<file path="config.mk">
export PLATFORM = sky130hd
export DESIGN_NAME = inst_issue_queue
export DESIGN_NICKNAME = d
export VERILOG_FILES = /design/src/rtl/inst_issue_queue.sv
export SDC_FILE = /design/constraint.sdc
export NUM_CORES = 1
export LEC_CHECK = 0
export ABC_CLOCK_PERIOD_IN_PS = 11650
export CORE_MARGIN = 4
export CORE_UTILIZATION = 60
export DETAILED_ROUTE_END_ITERATION = 8
export HOLD_SLACK_MARGIN = 0.12
export PLACE_DENSITY = 0.83
export SETUP_SLACK_MARGIN = 0.1
export SYNTH_ARGS = -nofsm -noshare
export SYNTH_HDL_FRONTEND = slang
export SYNTH_SLANG_ARGS = --single-unit
</file>
<file path="constraint.sdc">
create_clock -name clk -period 11.65 [get_ports clk]
set_input_delay 1.7475 -clock clk [delete_from_list [all_inputs] [get_ports clk]]
set_output_delay 1.7475 -clock clk [all_outputs]
set_load 0.005 [all_outputs]
</file>
<file path="src/rtl/inst_issue_queue.sv">
// inst_issue_queue: dual-slot in-order instruction issue queue.
//
// Two instructions can be pushed per cycle. Each one is classified and has its
// destination register decoded on the way in. The two oldest entries are
// presented every cycle, and slot 1 is offered only when it can pair safely
// with slot 0.
//
// Build option: define ISSUE_DUAL_EN to enable dual issue from slot 1.
// Without it, slot 1 never issues, its outputs read 0, and at most one entry
// pops per cycle.
//
// Ports
//   clk, rst        clock, asynchronous active-high reset
//   flush           discard every queued entry
//   in_valid[1:0]   per-slot push strobes (slot 0 is the older instruction)
//   in_inst/in_pc   two 32-bit instructions/PCs, slot k in [32k+31:32k]
//   in_ready        queue has room for two entries
//   out_valid[1:0]  per-slot issue valid
//   out_inst/out_pc head and head+1 entries, same slot packing
//   out_class       3-bit class per slot (0 ALU, 1 MULDIV, 2 MEM, 3 BRANCH,
//                   4 PRIV, 7 UNDEF)
//   out_dest        5-bit destination register per slot, 0 = none
//   out_accept      consumer takes every presented slot this cycle
//   count           current occupancy
module inst_issue_queue #(
    parameter int unsigned DEPTH = 8,               // power of two, >= 4
    parameter int unsigned CNT_W = $clog2(DEPTH) + 1
) (
    input  logic             clk,
    input  logic             rst,
    input  logic             flush,
    input  logic [1:0]       in_valid,
    input  logic [63:0]      in_inst,
    input  logic [63:0]      in_pc,
    output logic             in_ready,
    output logic [1:0]       out_valid,
    output logic [63:0]      out_inst,
    output logic [63:0]      out_pc,
    output logic [5:0]       out_class,
    output logic [9:0]       out_dest,
    input  logic             out_accept,
    output logic [CNT_W-1:0] count
);

    localparam int unsigned PTR_W = $clog2(DEPTH);

    localparam logic [2:0] CLS_ALU    = 3'd0;
    localparam logic [2:0] CLS_MULDIV = 3'd1;
    localparam logic [2:0] CLS_MEM    = 3'd2;
    localparam logic [2:0] CLS_BRANCH = 3'd3;
    localparam logic [2:0] CLS_PRIV   = 3'd4;
    localparam logic [2:0] CLS_UNDEF  = 3'd7;

    // Instruction class from the opcode and (for SPECIAL) funct fields.
    function automatic logic [2:0] classify(input logic [5:0] op, input logic [5:0] fn);
        logic [2:0] cls;
        cls = CLS_UNDEF;
        if (op == 6'b000000) begin
            casez (fn)
                6'b00100?:            cls = CLS_BRANCH;   // JR, JALR
                6'b00110?:            cls = CLS_PRIV;     // SYSCALL, BREAK
                6'b0110??, 6'b0100?1: cls = CLS_MULDIV;   // MULT/DIV family, MTHI/MTLO
                6'b000000, 6'b000010, 6'b000011,
                6'b000100, 6'b000110, 6'b000111,
                6'b010000, 6'b010010,
                6'b100???, 6'b10101?: cls = CLS_ALU;      // shifts, MFHI/MFLO, ALU ops
                default:              cls = CLS_UNDEF;
            endcase
        end else begin
            casez (op)
                6'b10????:                       cls = CLS_MEM;
                6'b000001, 6'b00001?, 6'b0001??: cls = CLS_BRANCH;
                6'b010000:                       cls = CLS_PRIV;
                6'b001???:                       cls = CLS_ALU;
                default:                         cls = CLS_UNDEF;
            endcase
        end
        return cls;
    endfunction

    // Architectural destination register; 0 when the instruction writes none.
    function automatic logic [4:0] dest_of(input logic [5:0] op, input logic [4:0] rs,
                                           input logic [4:0] rt, input logic [4:0] rd);
        logic [4:0] dst;
        dst = 5'd0;
        casez (op)
            6'b000000:            dst = rd;
            6'b000011:            dst = 5'd31;
            6'b000001:            if (rt[4]) dst = 5'd31;   // REGIMM ...AL forms link
            6'b001???, 6'b100???: dst = rt;
            6'b010000:            if (rs == 5'd0) dst = rt;  // MFC0
            default:              dst = 5'd0;
        endcase
        return dst;
    endfunction

    logic [31:0] inst_mem [DEPTH];
    logic [31:0] pc_mem   [DEPTH];
    logic [2:0]  cls_mem  [DEPTH];
    logic [4:0]  dst_mem  [DEPTH];

    logic [PTR_W-1:0] rd_ptr;
    logic [PTR_W-1:0] wr_ptr;
    logic [PTR_W-1:0] wr_ptr1;
    logic             push0;
    logic             push1;
    logic [CNT_W-1:0] n_push;
    logic [CNT_W-1:0] n_pop;
    logic [2:0]       in_cls0;
    logic [2:0]       in_cls1;
    logic [4:0]       in_dst0;
    logic [4:0]       in_dst1;
    logic             v0;
    logic             v1;
    logic [31:0]      h0_inst;
    logic [31:0]      h0_pc;
    logic [2:0]       h0_cls;
    logic [4:0]       h0_dst;

    // Push side: room for two is required even for a single push.
    assign in_ready = (count <= CNT_W'(DEPTH - 2));
    assign push0    = in_valid[0] & in_ready;
    assign push1    = push0 & in_valid[1];
    assign n_push   = CNT_W'(push0) + CNT_W'(push1);
    assign wr_ptr1  = wr_ptr + PTR_W'(1);

    assign in_cls0 = classify(in_inst[31:26], in_inst[5:0]);
    assign in_cls1 = classify(in_inst[63:58], in_inst[37:32]);
    assign in_dst0 = dest_of(in_inst[31:26], in_inst[25:21], in_inst[20:16], in_inst[15:11]);
    assign in_dst1 = dest_of(in_inst[63:58], in_inst[57:53], in_inst[52:48], in_inst[47:43]);

    // Head entry.
    assign h0_inst = inst_mem[rd_ptr];
    assign h0_pc   = pc_mem[rd_ptr];
    assign h0_cls  = cls_mem[rd_ptr];
    assign h0_dst  = dst_mem[rd_ptr];
    assign v0      = (count != '0);

`ifdef ISSUE_DUAL_EN
    logic [PTR_W-1:0] rd_ptr1;
    logic [31:0]      h1_inst;
    logic [31:0]      h1_pc;
    logic [2:0]       h1_cls;
    logic [4:0]       h1_dst;
    logic             raw;
    logic             pair_ok;

    assign rd_ptr1 = rd_ptr + PTR_W'(1);
    assign h1_inst = inst_mem[rd_ptr1];
    assign h1_pc   = pc_mem[rd_ptr1];
    assign h1_cls  = cls_mem[rd_ptr1];
    assign h1_dst  = dst_mem[rd_ptr1];

    // Slot 1 must not read what slot 0 writes.
    assign raw = (h0_dst != 5'd0) &&
                 ((h0_dst == h1_inst[25:21]) || (h0_dst == h1_inst[20:16]));

    // Pairing rules for issuing slot 1 alongside slot 0.
    always_comb begin
        pair_ok = 1'b1;
        if (count < CNT_W'(2))
            pair_ok = 1'b0;
        if ((h1_cls == CLS_BRANCH) || (h1_cls == CLS_PRIV) || (h1_cls == CLS_UNDEF))
            pair_ok = 1'b0;
        if ((h0_cls == CLS_PRIV) || (h0_cls == CLS_UNDEF))
            pair_ok = 1'b0;
        if ((h0_cls == h1_cls) && ((h0_cls == CLS_MEM) || (h0_cls == CLS_MULDIV)))
            pair_ok = 1'b0;
        if (raw)
            pair_ok = 1'b0;
    end

    assign v1 = v0 & pair_ok;
`else
    assign v1 = 1'b0;
`endif

    // Presented slots; fields of an invalid slot read as zero.
    always_comb begin
        out_valid = {v1, v0};
        out_inst  = '0;
        out_pc    = '0;
        out_class = '0;
        out_dest  = '0;
        if (v0) begin
            out_inst[31:0] = h0_inst;
            out_pc[31:0]   = h0_pc;
            out_class[2:0] = h0_cls;
            out_dest[4:0]  = h0_dst;
        end
`ifdef ISSUE_DUAL_EN
        if (v1) begin
            out_inst[63:32] = h1_inst;
            out_pc[63:32]   = h1_pc;
            out_class[5:3]  = h1_cls;
            out_dest[9:5]   = h1_dst;
        end
`endif
    end

    assign n_pop = out_accept ? (CNT_W'(v0) + CNT_W'(v1)) : '0;

    // Occupancy and pointers; flush wins over push and pop.
    always_ff @(posedge clk or posedge rst) begin
        if (rst) begin
            count  <= '0;
            rd_ptr <= '0;
            wr_ptr <= '0;
        end else if (flush) begin
            count  <= '0;
            rd_ptr <= '0;
            wr_ptr <= '0;
        end else begin
            count  <= count + n_push - n_pop;
            rd_ptr <= rd_ptr + PTR_W'(n_pop);
            wr_ptr <= wr_ptr + PTR_W'(n_push);
        end
    end

    // Entry storage; contents are only observable through valid slots.
    always_ff @(posedge clk) begin
        if (push0 && !flush) begin
            inst_mem[wr_ptr] <= in_inst[31:0];
            pc_mem[wr_ptr]   <= in_pc[31:0];
            cls_mem[wr_ptr]  <= in_cls0;
            dst_mem[wr_ptr]  <= in_dst0;
        end
        if (push1 && !flush) begin
            inst_mem[wr_ptr1] <= in_inst[63:32];
            pc_mem[wr_ptr1]   <= in_pc[63:32];
            cls_mem[wr_ptr1]  <= in_cls1;
            dst_mem[wr_ptr1]  <= in_dst1;
        end
    end

endmodule

</file>
# Word level (Yosys, flattened, before mapping)
# Memory sizes are Yosys's and may differ from the RTL's.
# Index checks and enable logic that the tools add are counted.
[totals]
register_bits = 10
word_cells = 100
n_memories = 4
mem_bits_rw = 576
out_inout_bits = 151
input_bits = 134
[memory_table]
columns = ["name", "words", "width", "rd", "rd_ports_with_merged_regs", "wr", "line_no", "source"]
rows = [
  ["inst_mem", 8, 32, 1, 0, 2, "97", "logic [31:0] inst_mem [DEPTH];"],
  ["pc_mem", 8, 32, 1, 0, 2, "98", "logic [31:0] pc_mem [DEPTH];"],
  ["dst_mem", 8, 5, 1, 0, 2, "100", "logic [4:0] dst_mem [DEPTH];"],
  ["cls_mem", 8, 3, 1, 0, 2, "99", "logic [2:0] cls_mem [DEPTH];"],
]
[classes]
n_eq_ne = 42
add_sub_neg = 6
magnitude_cmp = 1
reduce_logical = 18
n_bitwise = 2
mux = 24
[op_table]
columns = ["cell", "n"]
rows = [
  ["two-way mux 32 bit", 2],
  ["case mux 5 bit (5 select lines)", 2],
  ["case mux 3 bit (4 select lines)", 4],
  ["equality test 6 x 2 -> 1 bit, second input constant", 6],
  ["equality test 6 x 3 -> 1 bit, second input constant", 6],
  ["equality test 6 x 5 -> 1 bit, second input constant", 6],
  ["two-way mux 5 bit", 5],
  ["logical NOT 6 bit", 4],
  ["equality test 5 x 3 -> 1 bit, second input constant", 4],
  ["OR reduction 10 bit", 2],
  ["two-way mux 3 bit", 5],
  ["equality test 3 bit, second input constant", 4],
  ["equality test 6 x 1 -> 1 bit, second input constant", 2],
  ["equality test 5 x 1 -> 1 bit, second input constant", 2],
  ["equality test 5 x 4 -> 1 bit, second input constant", 2],
  ["equality test 5 bit, second input constant", 2],
  ["logical NOT 5 bit", 2],
  ["equality test 4 x 1 -> 1 bit, second input constant", 2],
  ["equality test 4 x 3 -> 1 bit, second input constant", 2],
  ["OR reduction 2 bit", 4],
  ["equality test 3 x 1 -> 1 bit, second input constant", 2],
  ["OR reduction 3 bit", 2],
  ["two-way mux 1 bit", 5],
  ["adder 4 x 2 -> 4 bit", 1],
  ["other kinds (12)", 15],
]

# Depth between registers and ports, before layout
# Gate-level depths: netlist of run 1.
[logic_depth]
depth_word = 7
mapped_depth = 13
mapped_depth_nobuf = 13

# Worst setup path after synthesis of run 1
# No wires, ideal clock.
[synth_timing]
path_kind = "input to register"
start = "in flush"
end = "mem cls_mem[1][0] (enable)"
setup_slack_ns = 3.572
path_buffers = 0
required_ns = 11.041
arrival_time_ns = 7.469
stages = 3
setup_ns = 0.609
path_cell_list = "and4b_1 -> nand2_1 -> o31ai_1"
[synth_rtl]
columns = ["element", "line_no", "source"]
rows = [
  ["from (decl)", "31", "input logic flush,"],
  ["to (decl)", "99", ""],
]

# Worst setup path after layout of run 1
[layout_timing]
start = "reg rd_ptr[0]"
end = "out out_inst[0]"
[layout_via]
elab_chain_cells = 2
[layout_lines]
columns = ["element", "line_no", "source"]
rows = [
  ["from (decl)", "102", "logic [PTR_W-1:0] rd_ptr;"],
  ["from (signal assigned)", "215", "rd_ptr <= rd_ptr + PTR_W'(n_pop);"],
  ["memory read (8 x 32 bit)", "--", ""],
  ["two-way mux 32 bit", "185", "if (v0) begin"],
  ["to (decl)", "37", "output logic [63:0] out_inst,"],
]
# Every way passes these cells.

==> results.yml, run 1 <==
run_status:
  status: "finished clean"
sta:
  fin_ws_ns: 5.338
  hold_viol_final: 0
  drv_slew: 0
  relSlewSlack: 0.1107
  setup_viol: 0
  fmax_mhz: 158.4
  whs_ns: 0.7460
  timing.final.crit_period_ns: 6.312
  timing.final.crit_share: 0.5418
  rsz0062_at_grt: "false"
  tightestPinTransition_ns: 1.334
  fin_worst_skew_ns: 0.01778
  fin_tns_setup_ns: 0
route:
  drtAntennaViolNets: 0
  drt_iter0_markers: 1993
  first_pass_iters: 5
  drt_wl_total_um: 78460
  num_vias: 18940
  viasPerCell: 6.436
  wire_per_inst_um: 26.66
  drc: 0
critical_path:
  rr_endpoint: "inst_mem[0][6]"
  critPathMaxFanout: 47
  reg2reg_depth: 7
  cp_data_arrival_time_ns: 4.56
  cp-end-kind: "output pin"
  cp.required_ns: 9.90
  path_delay_family: "buffers and inverters"
  crit_path_top_delay_cell: "dfrtp_4"
  start_kind: "flip-flop"
  crit_path_frequent_cell: "buf_4"
  worst-path-buf-inv: 3
  reg2reg_slack_ns: 7.49
  reg2reg_from: "wr_ptr[0]"
  path_cells: "buf_4, buf_4, mux4_2, mux2i_1, nor2_1, clkdlybuf4s50_1"
  worstSetupPathType: "flip-flop to output pin"
  cpPeakStageDelay_ns: 1.08
power_and_ir_drop:
  clockPowerShare: 0.302
  swShare: 0.2754
  ir_worst_vdd_mv: 0.1288
  powerDensity_mw_per_mm2: 170.0
  combPwrFrac: 0.271
  switchingPower_mw: 1.631
  seq_power_share: 0.426
  intPower_mw: 4.291
  p_leak_nw: 11.40
floorplan:
  num_rows: 82
  coreArea_mm2: 0.05048
  die_h_um: 234.6
  die_w_um: 234.6
  ioPinCount: 285
  initial_core_util: 0.6101
  die_area_mm2: 0.05501
cts:
  cts_root_buffer: "clkbuf_16"
  cts_htree_levels: 2
  clk_path_buf_depth: 3
  cts.sinks: 586
  post_cts.repair.setup_buffers: 0
  post_cts_resized: 0
  cts_hold_buffers: 0
  clkTransAtPathRegs_ns: 0.06
  clock_latency_ns: 0.62
  cts_tree: "built"
  cts_buffers: 60
worst_hold_path:
  hold_end: "rd_ptr[1]"
  min_from: "rd_ptr[1]"
  hold_depth: 2
  hold_class: "flip-flop to flip-flop"
layout:
  multi_input_area_mm2: 0.01225
  ff_latch_area_mm2: 0.01756
  mostFrequentLayoutCell: "edfxtp_1"
  syn_to_final_growth_pct: 13.14
  post-route-util: 0.6902
  final_cell_mix: "576 x edfxtp_1, 423 x mux2_2, 223 x nand2_1"
  drive_gt1_frac: 0.3077
  num-nets-final: 2363
  nFillCells: 3407
grt:
  antenna_found_initial: 10
  use_met2: 0.4863
  grt.overflow.total: 0
  grt_max_degree: 76
  grtUsageMet1: 0.3741
  grt_pass1_wl_um: 118200
  grtUsageMet3: 0.03642
  grt.total_usage: 0.2840
  grt_pass1_vias: 19720
  grt-busiest-layer: "met2"
synth:
  synth-main-ff-cell: "edfxtp_1"
  yosysTopAreaCellShare: 0.5617
  async_flop_share: 0.01706
  synth_cell_types: 53
  ys_seq_area_frac: 0.5698
  yosysTopAreaCell: "edfxtp_1"
  synth.avg_cell_area_um2: 14.81
  synth-seq-cells: 586
  yosys_warnings: 0
  netlist_instances: 2080
  synth_edf_count: 576
  synthTopCellsByArea: "edfxtp_1 56%, mux2_2 15%, mux4_2 11%, mux2i_1 3.0%, nand2_1 2.7%"
  syn_area_mm2: 0.03079
placed_design:
  portBuffers: 211
  dp_hpwl_um: 44640
  place_worst_setup_slack_ns: 5.848
  place.gp.congestion: 0.8892
flow_run:
  cap_viol_max_count: 0
-- layout make-up --
type	count	area share
Timing Repair Buffer	238	0.06644
Clock buffer	83	0.04679
Inverter	18	0.001939
Tap cell	672	0.02413
Sequential cell	586	0.5040
Multi-Input combinational cell	1312	0.3516
Antenna cell	9	0.0006464
Clock inverter	25	0.004453
-- state kept, by name, summed over array words and instances, names as in the netlist --
| signal | cells |
|---|---|
| cls_mem | 24 |
| count | 4 |
| wr_ptr | 3 |
| dst_mem | 40 |
| pc_mem | 256 |
| inst_mem | 256 |
| rd_ptr | 3 |
-- cells by family (layout without fill, tap and decap cells) --
group | count (synthesis) | count (layout) | share of synthesized area
muxes | 672 | 672 | 0.2947
buffers and inverters | 254 | 364 | 0.04567
and+or+nand+nor | 431 | 431 | 0.06026
DFF | 586 | 586 | 0.5698
other | 1 | 82 | 0.0001218
AOI/OAI and AO/OA | 115 | 115 | 0.02121
adders and majority gates | 13 | 13 | 0.005770
xor gates and xnor gates | 8 | 8 | 0.002519
-- cell usage after synthesis, types with 4 or more instances --
| master | instances |
|---|---|
| dfrtp_1 | 10 |
| nor2_1 | 103 |
| mux2_2 | 423 |
| xnor2_1 | 4 |
| nand3b_1 | 5 |
| mux2i_1 | 92 |
| buf_4 | 81 |
| nor2b_1 | 10 |
| nor3b_1 | 4 |
| mux2_1 | 13 |
| nand4_1 | 11 |
| nand2b_1 | 8 |
| buf_6 | 10 |
| edfxtp_1 | 576 |
| buf_2 | 59 |
| o31ai_1 | 4 |
| nand2_1 | 223 |
| ha_1 | 11 |
| clkbuf_1 | 70 |
| a21oi_1 | 58 |
| o21ai_0 | 34 |
| inv_1 | 18 |
| nor3_1 | 40 |
| mux4_2 | 144 |
| nand3_1 | 9 |
| buf_1 | 16 |
-- worst max-delay path by stage --
| stage | start | end | depth (start not counted) |
|---|---|---|---|
| detailed placement | rd_ptr[0] | out_inst[0] | 6 |
| floorplan | flush | cls_mem[1][0] | 3 |
| CTS | rd_ptr[0] | out_inst[0] | 6 |
| global route | rd_ptr[0] | out_inst[0] | 6 |
| global placement | rd_ptr[0] | out_inst[0] | 6 |
| finish | rd_ptr[0] | out_inst[0] | 6 |
-- per-stage QoR --
step | std cells | instance area, µm² | total power [mW]
after floorplan | 2152 | 31060 | 3.521
after global placement | 2826 | 33030 | 4.142
after detailed placement | 2826 | 33030 | 4.180
after CTS | 2934 | 34820 | 5.950
after global routing | 2943 | 34840 | 6.163
final | 2943 | 34840 | 5.922
-- worst reg2reg max path: stages, from the launching register on --
cell	delay, ns
dfrtp_1	0.51
ha_1	0.42
nor2_1	0.11
nand3_1	0.14
nor3_4	0.94
inv_1	0.30
o31ai_4	0.41
buf_4	0.88
-- per-layer routing --
metal	wire, µm	part of all wire
met3	6510	0.083
met2	40170	0.51
met1	29150	0.37
met4	2596	0.033
met5	26	0.00033
-- power groups by stage --
stage	combinational (mW)	sequential [mW]	clock (mW)
floorplan	0.995	2.53	0
global placement	1.58	2.56	0
detailed placement	1.61	2.57	0
CTS	1.62	2.53	1.80
global route	1.73	2.54	1.89
finish	1.61	2.52	1.79
Power figures use the tool's default switching activity.
==> run 2, diff against run 1 <==
--- a/config.mk
+++ b/config.mk
@@ -5,12 +5,12 @@
 export SDC_FILE = /design/constraint.sdc
 export NUM_CORES = 1
 export LEC_CHECK = 0
-export ABC_CLOCK_PERIOD_IN_PS = 11650
+export ABC_CLOCK_PERIOD_IN_PS = 5970
 export CORE_MARGIN = 4
-export CORE_UTILIZATION = 60
+export CORE_UTILIZATION = 58
 export DETAILED_ROUTE_END_ITERATION = 8
 export HOLD_SLACK_MARGIN = 0.12
-export PLACE_DENSITY = 0.83
+export PLACE_DENSITY = 0.8
 export SETUP_SLACK_MARGIN = 0.1
 export SYNTH_ARGS = -nofsm -noshare
 export SYNTH_HDL_FRONTEND = slang
==> constraint.sdc (replaced) <==
create_clock -name clk -period 5.97 [get_ports clk]
set_input_delay 0.8955 -clock clk [delete_from_list [all_inputs] [get_ports clk]]
set_output_delay 0.8955 -clock clk [all_outputs]
set_load 0.005 [all_outputs]
==> run 2 against run 1 <==
Effect of this change: sequential power rose by 96%; cell area rose by 0.57%; routed wire length fell by 0.73%; critical path type unchanged; largest cell class unchanged.
==> results.yml, run 2 (synthesis gave the netlist of run 1 again) <==
run_status:
  status: "finished clean"
sta:
  whs_ns: 0.5627
  hold_viol_final: 0
  fmax_mhz: 226.2
  setup_viol: 0
  drv_slew: 0
  fin_ws_ns: 1.550
  tightestPinTransition_ns: 1.217
  fin_worst_skew_ns: 0.01983
  fin_tns_setup_ns: 0
  timing.final.crit_share: 0.7404
  timing.final.crit_period_ns: 4.420
  relSlewSlack: 0.1867
  rsz0062_at_grt: "false"
layout:
  final_cell_mix: "576 x edfxtp_1, 423 x mux2_2, 223 x nand2_1"
  num-nets-final: 2369
  syn_to_final_growth_pct: 13.79
  instances_no_fill: 2957
  nFillCells: 3631
  post-route-util: 0.6668
  reg.largest.list: "inst_mem x256, pc_mem x256, dst_mem x40"
  drive_gt1_frac: 0.3098
  mostFrequentLayoutCell: "edfxtp_1"
placed_design:
  dp_hpwl_um: 44150
  dp_cells: 2848
  place_worst_setup_slack_ns: 1.725
  portBuffers: 211
  place.gp.congestion: 0.8719
cts:
  cts_root_buffer: "clkbuf_16"
  post_cts.repair.setup_buffers: 0
  cts_htree_levels: 2
  cts_tree: "built"
  cts_hold_buffers: 0
  clk_path_buf_depth: 3
  clock_latency_ns: 0.62
  cts_buffers: 60
  cts.sinks: 586
  clkTransAtPathRegs_ns: 0.06
  post_cts_resized: 0
route:
  drt_iter0_markers: 1828
  drc: 0
  first_pass_iters: 5
  viasPerCell: 6.289
  num_vias: 18600
  drt_wl_total_um: 77890
  drtAntennaViolNets: 0
  wire_per_inst_um: 26.34
floorplan:
  num_rows: 84
  die_w_um: 238.4
  initial_core_util: 0.5860
  ioPinCount: 285
  coreArea_mm2: 0.05255
  die_h_um: 238.4
  die_area_mm2: 0.05684
flow_run:
  cap_viol_max_count: 0
critical_path:
  cp-end-kind: "output pin"
  start_kind: "flip-flop"
  cp.required_ns: 5.07
  worstSetupPathType: "flip-flop to output pin"
  critPathMaxFanout: 29
  cp_data_arrival_time_ns: 3.52
grt:
  grt_max_degree: 82
  grt.total_usage: 0.2717
  grt_pass1_vias: 19600
  antenna_found_initial: 5
  grt.overflow.total: 0
  grt_pass1_wl_um: 118200
power_and_ir_drop:
  ir_worst_vdd_mv: 0.2398
  p_leak_nw: 11.49
  powerDensity_mw_per_mm2: 332.4
worst_hold_path:
  hold_class: "primary input to async pin"
==> run 2: changes by cell type in the layout (fill, tap and decap cells not counted), sizes merged <==
cell      change
diode         -6
bufinv        +2
inv           +2
clkinv        +3
clkbuf        -8
buf           +6
clkinvlp      -1
==> run 2: layout make-up <==
cell class / count / area (µm²) / share of cell area
Antenna cell: 3 / 7.507 / 0.0002142
Inverter: 18 / 67.56 / 0.001928
Timing Repair Buffer: 244 / 2497 / 0.07127
Tap cell: 688 / 860.8 / 0.02457
Clock inverter: 31 / 219.0 / 0.006249
Clock buffer: 75 / 1579 / 0.04506
Multi-Input combinational cell: 1312 / 12250 / 0.3496
Sequential cell: 586 / 17560 / 0.5011
==> run 2: worst paths after layout <==
check                          start         endpoint  slack, ns  cells after the start
min                              rst         count[0]       0.56                      2
min in group clk            count[0]         count[0]       0.77                      2
max                        rd_ptr[0]     out_inst[29]       1.55                      5
max in group asynchronous        rst        rd_ptr[2]       5.09                      2
min reg2reg                 count[0]         count[0]       0.77                      2
max reg2reg                wr_ptr[0]  inst_mem[2][23]       2.50                      6
==> run 2: per-layer routing <==
metal  vias to the layer above  global-route usage  share of wire
li1                       8132                   -              -
met1                      9450              0.3620           0.38
met2                       862              0.4699           0.51
met3                       148             0.04253          0.081
met4                         6             0.07687          0.024
met5                         -                   0        0.00051
==> run 2: critical path, cell delays in order, from the launching register on <==
cell and delay [ns]:
dfrtp_4 0.84, buf_4 0.45, mux4_2 0.55, mux2i_1 0.43, nor2_1 0.11, clkdlybuf4s50_1 0.51
==> run 2: per-stage QoR <==
stage               power (mW)  cell area [µm²]
floorplan                6.860            31070
global placement         8.151            33230
detailed placement       8.227            33230
CTS                      11.73            35030
global route             12.12            35030
finish                   11.65            35040
==> run 2: where the power goes <==
group / switching [mW] / internal, mW
Combinational: 1.49 / 1.69
Sequential: 0.162 / 4.77
Clock: 1.55 / 1.98
Total: 3.21 / 8.44
==> run 3, diff against run 2 <==
--- a/config.mk
+++ b/config.mk
@@ -5,12 +5,12 @@
 export SDC_FILE = /design/constraint.sdc
 export NUM_CORES = 1
 export LEC_CHECK = 0
-export ABC_CLOCK_PERIOD_IN_PS = 5970
+export ABC_CLOCK_PERIOD_IN_PS = 3980
 export CORE_MARGIN = 4
-export CORE_UTILIZATION = 58
+export CORE_UTILIZATION = 53
 export DETAILED_ROUTE_END_ITERATION = 8
 export HOLD_SLACK_MARGIN = 0.12
-export PLACE_DENSITY = 0.8
+export PLACE_DENSITY = 0.77
 export SETUP_SLACK_MARGIN = 0.1
 export SYNTH_ARGS = -nofsm -noshare
 export SYNTH_HDL_FRONTEND = slang
==> constraint.sdc (replaced) <==
create_clock -name clk -period 3.98 [get_ports clk]
set_input_delay 0.597 -clock clk [delete_from_list [all_inputs] [get_ports clk]]
set_output_delay 0.597 -clock clk [all_outputs]
set_load 0.005 [all_outputs]
==> run 3 against run 2 <==
Effect of this change: register-to-register slack worse by 1.4 ns; hold slack worse by 0.25 ns; first-iteration DRC count is 3.2% lower; sequential power increased by 48%; sequential cell count unchanged; sequential share of layout area is 1.1 points lower; total power up 56%; clock-buffer cell count increased by 12; routed wire length grew 4.5%; largest power group unchanged.
==> results.yml, run 3 (synthesis gave the netlist of run 1 again) <==
run_status:
  status: "finished clean"
grt:
  grt_max_degree: 70
  grt-busiest-layer: "met2"
  grtUsageMet1: 0.3399
  use_met2: 0.4384
  grt_pass1_vias: 19830
  grtUsageMet3: 0.05220
  grt.overflow.total: 0
  grt.total_usage: 0.2592
  grt_pass1_wl_um: 123200
  antenna_found_initial: 7
cts:
  clk_path_buf_depth: 3
  cts.sinks: 586
  post_cts.repair.setup_buffers: 0
  cts_hold_buffers: 0
  clkTransAtPathRegs_ns: 0.06
  cts_buffers: 66
  cts_tree: "built"
  post_cts_resized: 0
  cts_root_buffer: "clkbuf_16"
  clock_latency_ns: 0.60
  cts_htree_levels: 3
power_and_ir_drop:
  intPower_mw: 13.16
  swShare: 0.2768
  switchingPower_mw: 5.034
  combPwrFrac: 0.278
  p_leak_nw: 11.81
  ir_worst_vdd_mv: 0.3485
  powerDensity_mw_per_mm2: 507.5
  clockPowerShare: 0.319
  seq_power_share: 0.403
placed_design:
  place_area_mm2: 0.03379
  dp_hpwl_um: 47490
  dp_cells: 2955
  place.gp.congestion: 0.8619
  portBuffers: 211
route:
  first_pass_iters: 5
  wire_per_inst_um: 26.42
  num_vias: 18990
  drtAntennaViolNets: 0
  drt_wl_total_um: 81350
  drt_iter0_markers: 1769
  viasPerCell: 6.169
  drc: 0
critical_path:
  worstSetupPathType: "flip-flop to output pin"
  reg2reg_slack_ns: 1.07
  rr_endpoint: "inst_mem[4][1]"
  cp-end-kind: "output pin"
  reg2reg_depth: 6
  reg2reg_from: "wr_ptr[0]"
  cpPeakStageDelay_ns: 0.62
  critPathMaxFanout: 21
  cp_data_arrival_time_ns: 3.11
  path_cells: "buf_4, buf_4, mux4_2, mux2i_1, nor2_1, clkdlybuf4s50_1"
  cp.required_ns: 3.38
  crit_path_top_delay_cell: "dfrtp_4"
  start_kind: "flip-flop"
  crit_path_frequent_cell: "buf_4"
layout:
  multi_input_area_mm2: 0.01225
  finalInstanceArea_mm2: 0.03584
  reg.largest.list: "inst_mem x256, pc_mem x256, dst_mem x40"
  instances_no_fill: 3079
  final_cell_mix: "576 x edfxtp_1, 423 x mux2_2, 223 x nand2_1"
  drive_gt1_frac: 0.3212
  post-route-util: 0.6224
  mostFrequentLayoutCell: "edfxtp_1"
  ff_latch_area_mm2: 0.01756
  num-nets-final: 2405
  nFillCells: 4121
  syn_to_final_growth_pct: 16.39
sta:
  fmax_mhz: 269.5
  timing.final.crit_period_ns: 3.711
  tightestPinTransition_ns: 0.9668
  fin_worst_skew_ns: 0.02165
  setup_viol: 0
  hold_viol_final: 0
  timing.final.crit_share: 0.9324
  rsz0062_at_grt: "false"
  relSlewSlack: 0.3535
  drv_slew: 0
floorplan:
  die_h_um: 249.0
  die_w_um: 249.0
  ioPinCount: 285
  die_area_mm2: 0.06202
  initial_core_util: 0.5348
  num_rows: 88
  coreArea_mm2: 0.05759
worst_hold_path:
  hold_class: "primary input to async pin"
flow_run:
  cap_viol_max_count: 0
[run 3: worst max-delay path by stage]
stage                     start             to  slack (ns)  depth (start not counted)
floorplan              count[3]  cls_mem[7][0]       -1.02                          6
global placement    in_valid[0]  pc_mem[7][10]        0.81                          5
detailed placement   in_inst[5]  cls_mem[3][0]        0.74                          6
CTS                   rd_ptr[0]      out_pc[2]        0.22                          5
global route          rd_ptr[0]      out_pc[2]        0.15                          5
finish                rd_ptr[1]     out_pc[13]        0.27                          6
[run 3: cell type report]
cell class / instances / share of cell area
Inverter: 18 / 0.001885
Tap cell: 765 / 0.02671
Antenna cell: 4 / 0.0002793
Clock inverter: 33 / 0.007366
Timing Repair Buffer: 274 / 0.08260
Sequential cell: 586 / 0.4899
Multi-Input combinational cell: 1312 / 0.3418
Clock buffer: 87 / 0.04947
[run 3: layer usage]
layer,routed length [µm],share of wire
met1,31460,0.39
met2,40610,0.50
met3,7005,0.086
met4,2242,0.028
met5,37,0.00045
[run 3: stage by stage]
stage	worst slack [ns]	hold slack (ns)	TNS [ns]	power, mW
after floorplan	-1.018	0.4372	-461.54	10.28
after detailed placement	0.7422	0.7171	0	12.55
after CTS	0.2194	0.3089	0	18.34
after global placement	0.8136	0.7132	0	12.44
after global routing	0.1451	0.3500	0	18.99
final	0.2692	0.3102	0	18.19
[run 3: worst max-delay path: cells and delay by family, from the launching register on]
family	cells	cell delay, ns
AND/OR/NAND/NOR	1	0.10
multiplexers	2	0.53
buffers and inverters	3	1.26
flip-flops	1	0.62
[run 3: power groups by stage]
stage	Combinational (mW)	Clock [mW]	Sequential, mW
after floorplan	2.91	0	7.37
after global placement	5.01	0	7.43
after detailed placement	5.10	0	7.46
after CTS	5.13	5.88	7.33
after global routing	5.45	6.19	7.35
final	5.06	5.80	7.32
==> variant 1, RTL diff (config.mk and constraints of run 2) <==
Change the parameter `DEPTH` from 8 to 4.
--- a/src/rtl/inst_issue_queue.sv
+++ b/src/rtl/inst_issue_queue.sv
@@ -25,3 +25,3 @@
 module inst_issue_queue #(
-    parameter int unsigned DEPTH = 8,               // power of two, >= 4
+    parameter int unsigned DEPTH = 4,               // power of two, >= 4
     parameter int unsigned CNT_W = $clog2(DEPTH) + 1
Ports: changed (resized count); port bits go from 285 to 284. The function was not compared with the original's and may differ.
==> variant 1 against run 2 <==
Final cell count is 46% lower. Cell area is 46% lower. Die area is 47% lower. Area after synthesis is 48% lower. Routed wire length is 52% lower. Synthesized cell count is 50% lower. Worst setup slack better by 0.24 ns. Fmax is 5.6% higher. Total power is 45% lower. Sequential cell count is 291 lower. Core utilization is 3.5 points higher. First-iteration DRC count is 51% lower. Highest routed layer is now met4.
==> variant 1: results <==
[power]
cellLeakagePower_nw = 6.29
net-switching-power_mw = 1.77
pg_comb_mw = 2.00
seqPwrFrac_pct = 41.1
seq_power_mw = 2.63

[setup_path]
timing.critical_path.slowest_cell_delay_ns = 0.95
critical_path_arrival_ns = 3.29
critical_path_peak_fanout = 37
setup.reg_to_reg.worst_slack_ns = 2.92

[place]
numPortBuffers = 210
gpl.final_weighted_congestion = 0.817
dp_worst_setup_slack_ns = 1.86
dp_hpwl_mm = 22.9

[synthesis]
synth-edff-count = 288
post_synth_num_cell_types = 57
netlist_top_cells_area = sky130_fd_sc_hd__edfxtp_1 54%, sky130_fd_sc_hd__mux4_2 10%, sky130_fd_sc_hd__mux2_2 8.8%
synth_commonest_cells = 288 x sky130_fd_sc_hd__edfxtp_1, 124 x sky130_fd_sc_hd__mux2_2, 110 x sky130_fd_sc_hd__mux2_1

[detailed_routing]
detailedRoute.firstIterationViolations = 898
post_drt_wl_per_cell_um = 23.5
via_count = 9623

[finish]
final_net_count = 1371
largestRegisters = inst_mem: 128 flops, pc_mem: 128 flops, dst_mem: 20 flops

[clock_network]
cts_max_level = 1
clock_insertion_delay_worst_skew_ns = 0.57
cts_inserted_buffers = 31

[outcome]
status = complete, no violations

[sta]
fin_hold_ws_ns = 0.569
timing_worst_slew_pin_value_ns = 1.11
finalClockSkew_ns = 0.00921

[global_route]
grt_max_degree = 81
grt_util_all_layers_pct = 24.3
antenna_violations_before_repair = 1
==> variant 1: cell types whose count changed in the layout (fill, tap and decap cells not counted), moves of 37 or more <==
| cell | run 2 | this run |
|---|---|---|
| sky130_fd_sc_hd__a21oi_1 | 58 | 21 |
| sky130_fd_sc_hd__and2_1 | 2 | 73 |
| sky130_fd_sc_hd__edfxtp_1 | 576 | 288 |
| sky130_fd_sc_hd__mux2_1 | 13 | 110 |
| sky130_fd_sc_hd__mux2_2 | 423 | 124 |
| sky130_fd_sc_hd__mux2i_1 | 92 | 29 |
| sky130_fd_sc_hd__mux4_2 | 144 | 72 |
| sky130_fd_sc_hd__nand2_1 | 223 | 35 |
| sky130_fd_sc_hd__nor2_1 | 103 | 21 |
| sky130_fd_sc_hd__nor3_1 | 40 | 2 |
==> variant 1: cells by family (layout without fill, tap and decap cells) <==
| family | count (synthesis) | in the layout | share of synthesized area (%) |
|---|---|---|---|
| compound gates | 80 | 80 | 3.20 |
| xor+xnor | 7 | 7 | 0.386 |
| fa+ha+maj | 6 | 6 | 0.519 |
| buf+inv | 158 | 294 | 6.09 |
| flops | 295 | 295 | 55.5 |
| mux | 335 | 335 | 28.6 |
| other cells | 1 | 74 | 0.0236 |
| simple gates | 163 | 163 | 5.68 |
==> variant 1: final timing paths <==
path                       startpoint               to  cells after the start
max                         rd_ptr[0]     out_class[2]                      4
min                               rst         count[0]                      2
max reg2reg                  count[1]  inst_mem[2][19]                      6
min reg2reg                 wr_ptr[0]        wr_ptr[0]                      2
max in group asynchronous         rst        rd_ptr[0]                      2
min in group clk            wr_ptr[0]        wr_ptr[0]                      2
==> variant 1: metrics by stage <==
stage / cells / area [um^2]
finish: 1595 / 18900
global route: 1595 / 18900
CTS: 1594 / 18900
detailed placement: 1539 / 18000
global placement: 1539 / 18000
floorplan: 1117 / 16200
==> variant 1: final cells by class <==
cell class | count | area (um^2)
well taps | 341 | 427
fillers | 1840 | 8040
clock buffers | 42 | 847
clock inverters | 13 | 73.8
flip-flops and latches | 295 | 8830
diodes | 1 | 2.50
inverters | 13 | 48.8
repair buffers | 226 | 2260
multi-input cells | 664 | 6430
==> variant 1: critical path: cells and delay by family, from the launching register on <==
family | cells | cell delay (ns)
flops | 1 | 0.95
buf+inv | 2 | 1.03
mux | 1 | 0.55
simple gates | 1 | 0.16
==> variant 1: routing by layer <==
metal	part of all wire [%]	GRT usage [%]	up-vias
met5	0	0	-
met2	51	41.7	399
li1	-	-	4268
met1	40	33.0	4897
met3	6.6	3.14	59
met4	2.7	7.18	0
==> variant 2, RTL diff (settings of run 2) <==
Made on the original files. Reset style: synchronous (`rst`), changed in one clocked block. Comments in the files are not updated.
--- a/src/rtl/inst_issue_queue.sv
+++ b/src/rtl/inst_issue_queue.sv
@@ -203,3 +203,3 @@
     // Occupancy and pointers; flush wins over push and pop.
-    always_ff @(posedge clk or posedge rst) begin
+    always_ff @(posedge clk) begin
         if (rst) begin
Behaviour: differs if rst is asserted again (counterexample within 4 cycles, from zero or initial values and one cycle with rst high); with rst held inactive, the same outputs for 4 cycles.
==> variant 2 against run 2 <==
Synthesized cell count shrank 2.0%. Count of clock-buffer cells in the layout shrank 3. Sequential cell count is the same. Area after synthesis shrank 0.37%. Total power shrank 8.0%. Routed wire length shrank 0.20%. Cell area is essentially flat. Worst setup slack gained 0.011 ns. Critical path type unchanged. Largest power group unchanged. Highest routed layer unchanged.
==> variant 2: results <==
[synthesis]
post_synth_num_cell_types = 55
netlist_top_cells_area = sky130_fd_sc_hd__edfxtp_1 56%, sky130_fd_sc_hd__mux2_2 15%, sky130_fd_sc_hd__mux4_2 11%
synth_commonest_cells = 576 x sky130_fd_sc_hd__edfxtp_1, 403 x sky130_fd_sc_hd__mux2_2, 215 x sky130_fd_sc_hd__nand2_1
synth-edff-count = 576
async_reset_ff_share_pct = 0

[setup_path]
setup.reg_to_reg.worst_slack_ns = 2.57
critical_path_peak_fanout = 58
crit-reg2reg-launch = wr_ptr[0]
critical_path_arrival_ns = 3.51
regToRegEndpoint = pc_mem[2][28]
timing.critical_path.slowest_cell_delay_ns = 1.00
crit_path_top_delay_cell = sky130_fd_sc_hd__dfxtp_4

[global_route]
antenna_violations_before_repair = 6
grt_pass1_wl_mm = 117
grt_max_degree = 80
first_global_vias = 19300
grt_util_all_layers_pct = 27.0

[power]
worst_ir_drop_vdd_mv = 0.228
cellLeakagePower_nw = 11.7

[place]
dp_worst_setup_slack_ns = 1.93
gpl.final_weighted_congestion = 0.800

[clock_network]
cts_inserted_buffers = 59
clk_path_buf_depth = 3

[detailed_routing]
drt-pass1-iter-count = 6
detail_route.vias_per_cell = 6.36
drt_wl_total_mm = 77.7

[outcome]
status = complete, no violations

[sta]
finalClockSkew_ns = 0.00885
timing.max_slew.rel_slack_pct = 22.4
setup_slack_ns = 1.56

[finish]
share_of_final_layout_standard_cells_stronger_than_drive_strength_1_pct = 31.2
fillCellCount = 3522
final_net_count = 2332
-- variant 2: worst max-delay path by stage --
| stage | startpoint | to | slack, ns | cells past startpoint |
|---|---|---|---|---|
| floorplan | in_valid[0] | cls_mem[7][0] | -0.95 | 4 |
| global placement | in_valid[1] | inst_mem[0][9] | 1.97 | 6 |
| detailed placement | in_valid[1] | pc_mem[0][22] | 1.93 | 6 |
| CTS | rd_ptr[1] | out_pc[16] | 1.54 | 5 |
| global route | rd_ptr[1] | out_pc[16] | 1.49 | 5 |
| finish | rd_ptr[1] | out_dest[1] | 1.56 | 5 |
-- variant 2: critical path, delay by kind of cell, from the launching register on --
kind,cells,cell delay (ns)
flip-flops,1,1.00
buffers and inverters,2,0.96
multiplexers,2,0.76
AND/OR/NAND/NOR,1,0.08
-- variant 2: routing by layer --
layer | GRT usage [%] | routed length [um]
met5 | 0 | 13
met4 | 8.87 | 2110
met3 | 4.18 | 6340
met2 | 45.2 | 39200
met1 | 36.9 | 30100
-- variant 2: where the power goes --
part           internal (mW)  switching, mW  leakage [nW]  total [mW]
combinational           1.19           1.14          5.44        2.34
clock                   2.07           1.55         0.916        3.62
sequential              4.69         0.0702          5.30        4.76
total                   7.95           2.76          11.7        10.7
-- variant 2: metrics by stage --
step	hold slack, ns	area (um^2)	std cells
6_report	0.720	35100	2926
5_1_grt	0.769	35000	2925
4_1_cts	0.719	35000	2920
3_5_place_dp	0.709	33200	2812
3_3_place_gp	0.685	33200	2812
2_1_floorplan	0.549	31000	2110
-- variant 2: final cells by class --
| class | count | area, um^2 | share of cell area (%) |
|---|---|---|---|
| Sequential cell | 586 | 17500 | 49.9 |
| Tap cell | 688 | 861 | 2.46 |
| Multi-Input combinational cell | 1277 | 12300 | 35.0 |
| Antenna cell | 6 | 15.0 | 0.0428 |
| Clock buffer | 72 | 1570 | 4.47 |
| Inverter | 17 | 63.8 | 0.182 |
| Timing Repair Buffer | 244 | 2480 | 7.09 |
| Clock inverter | 36 | 292 | 0.832 |
-- variant 2: cells by family after synthesis --
group / share of synthesized area, %
multiplexers: 30.4
flip-flops: 57.0
AND/OR/NAND/NOR: 5.51
buffers and inverters: 4.37
AO/OA/AOI/OAI: 1.90
adder cells (fa/ha/maj): 0.579
XOR/XNOR: 0.228
other: 0.0122
